`src/rtl/grant_decoder_3to8.sv`:
```
// Sequential one-hot grant dispatcher: accepts an encoded channel index over valid/ready
// and holds the matching grant line until that agent signals done or the timeout expires.
module grant_decoder_3to8 #(
    parameter int  N_CH    = 8,
    parameter int  TIMEOUT = 16,
    parameter int  CNT_W   = 8,
    localparam int IDX_W   = $clog2(N_CH)
) (
    input  logic             clk,
    input  logic             rst,
    input  logic             idx_valid,
    output logic             idx_ready,
    input  logic [IDX_W-1:0] idx,
    output logic [N_CH-1:0]  gnt,
    input  logic [N_CH-1:0]  done,
    output logic             busy,
    output logic             bad_idx,
    output logic             timeout_err,
    output logic [CNT_W-1:0] err_cnt
);

    localparam int TMR_W = (TIMEOUT > 1) ? $clog2(TIMEOUT) : 1;
    localparam logic [TMR_W-1:0] TMR_LAST = TMR_W'((TIMEOUT > 0) ? TIMEOUT - 1 : 0);

    typedef enum logic {
        IDLE,
        GRANT
    } state_t;

    state_t             state_q, state_d;
    logic [N_CH-1:0]    gnt_q, gnt_d;
    logic [TMR_W-1:0]   timer_q, timer_d;
    logic               bad_idx_q, bad_idx_d;
    logic               timeout_err_q, timeout_err_d;
    logic [CNT_W-1:0]   err_cnt_q, err_cnt_d;

    logic               accept;
    logic               idx_in_range;
    logic               done_cur;
    logic               timer_expired;

    assign idx_ready     = (state_q == IDLE) && !rst;
    assign accept        = idx_valid && idx_ready;
    assign idx_in_range  = {1'b0, idx} < (IDX_W + 1)'(N_CH);
    // gnt_q is one-hot on the granted channel, so masking done with it observes only done[cur].
    assign done_cur      = |(done & gnt_q);
    assign timer_expired = (TIMEOUT > 0) && (timer_q == TMR_LAST);

    always_comb begin
        state_d       = state_q;
        gnt_d         = gnt_q;
        timer_d       = timer_q;
        bad_idx_d     = 1'b0;
        timeout_err_d = 1'b0;
        err_cnt_d     = err_cnt_q;

        unique case (state_q)
            IDLE: begin
                if (accept) begin
                    if (idx_in_range) begin
                        state_d = GRANT;
                        gnt_d   = N_CH'(1) << idx;
                        timer_d = '0;
                    end else begin
                        bad_idx_d = 1'b1;
                    end
                end
            end
            GRANT: begin
                timer_d = timer_q + 1'b1;
                // done takes priority over a timeout landing in the same cycle.
                if (done_cur) begin
                    state_d = IDLE;
                    gnt_d   = '0;
                end else if (timer_expired) begin
                    state_d       = IDLE;
                    gnt_d         = '0;
                    timeout_err_d = 1'b1;
                    if (err_cnt_q != '1) begin
                        err_cnt_d = err_cnt_q + 1'b1;
                    end
                end
            end
        endcase
    end

    always_ff @(posedge clk or posedge rst) begin
        if (rst) begin
            state_q       <= IDLE;
            gnt_q         <= '0;
            timer_q       <= '0;
            bad_idx_q     <= 1'b0;
            timeout_err_q <= 1'b0;
            err_cnt_q     <= '0;
        end else begin
            state_q       <= state_d;
            gnt_q         <= gnt_d;
            timer_q       <= timer_d;
            bad_idx_q     <= bad_idx_d;
            timeout_err_q <= timeout_err_d;
            err_cnt_q     <= err_cnt_d;
        end
    end

    assign gnt         = gnt_q;
    assign busy        = (state_q == GRANT);
    assign bad_idx     = bad_idx_q;
    assign timeout_err = timeout_err_q;
    assign err_cnt     = err_cnt_q;

    a_gnt_onehot0: assert property (@(posedge clk) disable iff (rst) $onehot0(gnt_q));
    a_gnt_iff_busy: assert property (@(posedge clk) disable iff (rst)
        ((gnt_q != '0) == (state_q == GRANT)));

endmodule
```
`config.mk`:
```
export PLATFORM = sky130hd
export DESIGN_NAME = grant_decoder_3to8
export DESIGN_NICKNAME = d
export VERILOG_FILES = /design/src/rtl/grant_decoder_3to8.sv
export SDC_FILE = /design/constraint.sdc
export NUM_CORES = 1
export LEC_CHECK = 0
export CAP_MARGIN = 40
export CORE_AREA = 2 2 51 53
export CTS_CLUSTER_DIAMETER = 150
export DETAILED_ROUTE_END_ITERATION = 8
export DIE_AREA = 0 0 53 55
export PLACE_DENSITY = 0.88
export SLEW_MARGIN = 5
export SYNTH_ARGS = -nofsm -noshare
export SYNTH_HDL_FRONTEND = slang
export SYNTH_SLANG_ARGS = --single-unit
```
`constraint.sdc`:
```
create_clock -name clk -period 2.8 [get_ports clk]
set_input_delay 0.56 -clock clk [delete_from_list [all_inputs] [get_ports clk]]
set_output_delay 0.56 -clock clk [all_outputs]
set_load 0.03 [all_outputs]
```
### Word-level counts from Yosys, hierarchy flattened

Index checks and enable logic that the tools add are counted.

* bits in latches: 0
* ROM bits: 0
* input bits: 14
* RAM bits: 0
* logic and storage cells: 34
* output and inout bits: 20
* flip-flop bits (word level): 22
* memories kept: 0

* magnitude comparators: 0
* shift-type cells: 1
* bitwise operators: 3
* reduce and logical (&&, ||, !) cells: 6
* eq/ne operators: 4
* $add $sub $neg: 2
* $mul: 0
* multiplexer cells: 13
* div/mod/pow operators: 0

Operators with widths (number)
* $mux W8: 3
* $pmux W8 S2: 1
* $add A8 B1 Y8 const B: 1
* $and A8 B8 Y8: 1
* $ne A8 B8 Y1 const B: 1
* $pmux W4 S2: 1
* $reduce_or A8 Y1: 1
* $shl A1 B3 Y8 const A: 1
* $mux W1: 6
* $add A4 B1 Y4 const B: 1
* $eq A4 B4 Y1 const B: 1
* $mux W4: 1
* $reduce_and A4 Y1: 1
* $ne A3 B1 Y1 const B: 1
* $logic_and A1 B1 Y1: 2
* $ne A2 B2 Y1 const B: 1
* $not A1 Y1: 2
* $pmux W1 S2: 1
* $reduce_and A2 Y1: 1
* $logic_not A1 Y1: 1

### Depth between registers and ports, before layout

* depth after elaboration: 5
* mapped depth: 5
* mapped depth without buffers: 5

### Least setup slack after synthesis

OpenSTA, ideal clock, no wires.

* path type: reg-to-reg
* start: register err_cnt_q[0], in the netlist err_cnt[0]
* end: register err_cnt_q[1], in the netlist err_cnt[1]
* data required time: 2675 ps
* data arrival time: 1732 ps
* period minus slack after synthesis: 1857 ps
* stages on the path, launching flop included: 6
* buffers on the path: 0
* path slack: 943 ps
* setup time: 125 ps
* cells stage by stage: dfrtp_1 > ha_1 > and4_1 > a41o_2 > nor2_2 > mux2_4

* longest elaborated chain between the ends: 2
* elaborated cells on any way between the ends: 3
* classes of those cells: add/sub: 1; eq/ne: 1; reduce/logical: 1

Ends and longest elaborated chain
* from (decl): RTL line 35 `logic [CNT_W-1:0] err_cnt_q, err_cnt_d;`
* from (signal assigned): RTL line 101 `err_cnt_q <= err_cnt_d;`
* parallel branches: the longest is 2 deep, another holds $add A8 B1 Y8

Parallel ways; which one is timed is not known.
A chain may end at the register's enable or synchronous reset.

### Final worst setup path

* start: input rst
* end: output idx_ready

* longest elaborated chain between the ends: 2

Ends and longest elaborated chain
* from (decl): RTL line 10 `input logic rst,`
* $logic_not A1 Y1 (no source line)
* $logic_and A1 B1 Y1: RTL line 42 `assign idx_ready = (state_q == IDLE) && !rst;`
* to (decl): RTL line 12 `output logic idx_ready,`

No other way between the ends.

==> metrics <==
run status=complete, no violations; setup TNS=0 ns; Syn Std Cell Area=~1100 µm²; Net Count, Synth=between 100 and 150; DR DRC count=0; Yosys cell types=32; Commonest cells post-synth=dfrtp_1 (22), nand2_1 (7), nand3_1 (6), nor2_1 (5), xor2_1 (5); vias in the first global route=between 800 and 900; die width=~53 µm; post-CTS setup buffer count=0; CTS Root Cell=clkbuf_4; top cell type's share of synthesized area=roughly half; CP dominant cell by count=clkdlybuf4s50_1; Req. time, crit path=around 2.2 ns; floorplan row count=18; routed len/inst=14.06 µm; part of the power in registers=39.2%; Net Sw Frac=a little over two fifths; Area contributors post-synth=dfrtp_1 (50%), a22oi_2 (4.5%), xor2_1 (4.0%), a32o_1 (3.6%), nand3_1 (2.7%); top cell family by delay on the critical path=buffers and inverters; FMAX=425.6 MHz; Die ar.=between 2000 and 3000 µm²; Clock power frac=approximately 13%; Buf+Inv Stages, Crit Path=2; Power Internal=approximately 730 µW; minimum clock period after layout=about 2.3 ns; metal3 WL=about 160 µm; via count=approximately 900; maximum VDD drop=about 600 µV; Final Cycle Share=83.92%; count of flip-flops with a built-in enable after synthesis=0; Seq/Total Area, Yosys=roughly half; Reg2Reg Depth=5; Yosys reg bits=22; met2 wire length=roughly 1100 µm; clock skew=0.003117 ns; clock tree from TritonCTS=yes; IO Port Bufs=32; Post-DP HPWL=between 1500 and 2000 µm; critical path class=in2out; H-tree Lvls=1; R2R Setup Slk=a little under 1 ns; RSZ-0062 raised after global routing=false; Hold WC Path Type=in2async; top-count cell post-synth=dfrtp_1; Clock Latency Late Sink=around 0.30 ns; Post-Syn Instances=95; Setup-failing EPs final=0; DRT Wirelength=2277 µm; gr ovfl total=0; detailed router's first-iteration violation count=10; Die Height=around 55 µm; final hold viol count=0; Util after Layout=63.86%; critical path, cell by cell=clkdlybuf4s50_1 -> nor2_1 -> clkdlybuf4s50_1; P&R area growth vs syn=36.54%; CTS hold repair buffers=0; Inserted Clock Buffers=3; share of cells above drive strength 1=approximately 17%; reg2reg start=err_cnt[0]$_DFFE_PP0P_; top_reg_cell synth=dfrtp_1; WHS=0.4646 ns; drt pass-1 iters=4; Worst Path Max Fanout=2; Leak=around 0.6 nW; critical path launch point=rst; post_cts resized=0; reg-to-reg endpoint=err_cnt[1]$_DFFE_PP0P_; MaxCap Viol Count=0; initial antenna violation count=0; Clock Tree Buf Depth=2; Starting Density=a little under half; synth warn=0; Slew Viols, Final=0; vias per inst=about 5.5; Mean Syn Cell Area=approximately 12 µm²; NumNets Final=approximately 150; Total GRT Usage=17.96%; CP max stage cell=clkdlybuf4s50_1; top cell type by total area after synthesis=dfrtp_1; io pins=34; antenna viol nets, final=0; first-pass GRT wire length=around 3800 µm; Metal-1 WL=968 µm; Reg clk slew, reported paths=about 0.11 ns; Comb pwr share=47.4%; WP data arrival=between 1.5 and 2 ns; clk sinks=22; Crit. End Element=output port; largest net degree at the start of global routing=16; PwrDens=between 800 and 900 nW/µm²; asr flop ratio synth=100.0%; core area=2365 µm²; Critical Path Max Stage Delay=slightly below 0.7 ns; diodes inserted=0; top layer in use=met4; Psw=~530 µW; Worst Setup Start Kind=input pin; GP Congestion=0.8662
## cell families after synthesis
family,after synthesis,synth area share [%]
xor+xnor,5,3.959
mux,5,5.203
other cells,1,0.3390
flops,22,49.77
compound gates,21,17.54
fa+ha+maj,2,2.262
simple gates,34,18.78
buf+inv,5,2.149
## layout by cell type (no fill, tap or decap), drive strengths merged, types with 2 or more instances in the layout
master / n
mux2: 3
a32o: 4
nor2b: 3
dfrtp: 22
nor2: 6
o2bb2ai: 2
a21oi: 2
xor2: 5
nand3: 6
a22oi: 4
nand2: 7
mux2i: 2
nand4: 3
nor3: 6
clkdlybuf4s50: 32
clkbuf: 4
inv: 3
a22o: 3
buf: 3
o21ai: 4
ha: 2
## worst max path at each step
stage | endpoint | cells after the start
after floorplan | err_cnt[1]$_DFFE_PP0P_ | 5
after global placement | idx_ready | 3
after detailed placement | idx_ready | 3
after CTS | idx_ready | 3
after global routing | idx_ready | 3
final | idx_ready | 3
## flip-flops by register name (all words and copies together), names as in the netlist
| signal | cells |
|---|---|
| busy | 1 |
| err_cnt | 8 |
| gnt | 8 |
| timeout_err | 1 |
| timer_q | 4 |
## per-layer routing
metal | up-vias | global-route usage, %
li1 | 426 | -
met2 | 37 | 32.29
met5 | - | 0
met4 | 0 | 7.692
met3 | 4 | 3.226
met1 | 432 | 21.17
## power by group through the flow
stage / clock, mW / sequential (mW) / combinational [mW]
after floorplan: 0 / 0.579 / 0.307
after global placement: 0 / 0.495 / 0.587
after detailed placement: 0 / 0.501 / 0.601
after CTS: 0.175 / 0.495 / 0.605
after global routing: 0.189 / 0.511 / 0.655
final: 0.169 / 0.496 / 0.599
## through the flow
step	worst slack (ns)	power, mW	cells	area (µm²)
after global routing	0.3445	1.356	162	1510
final	0.4504	1.265	162	1510
after detailed placement	0.4440	1.102	158	1474
after CTS	0.4398	1.274	162	1510
after floorplan	0.9427	0.8865	95	1106
after global placement	0.4604	1.082	158	1474
## cell type report
| class | instances | area, µm² |
|---|---|---|
| fill | 197 | 854.6 |
| clock buffer | 4 | 36.28 |
| multi-input combinational | 68 | 531.8 |
| tap | 30 | 37.54 |
| timing repair buffer | 35 | 342.8 |
| sequential | 22 | 550.5 |
| inverter | 3 | 11.26 |
Power figures use the tool's default switching activity.
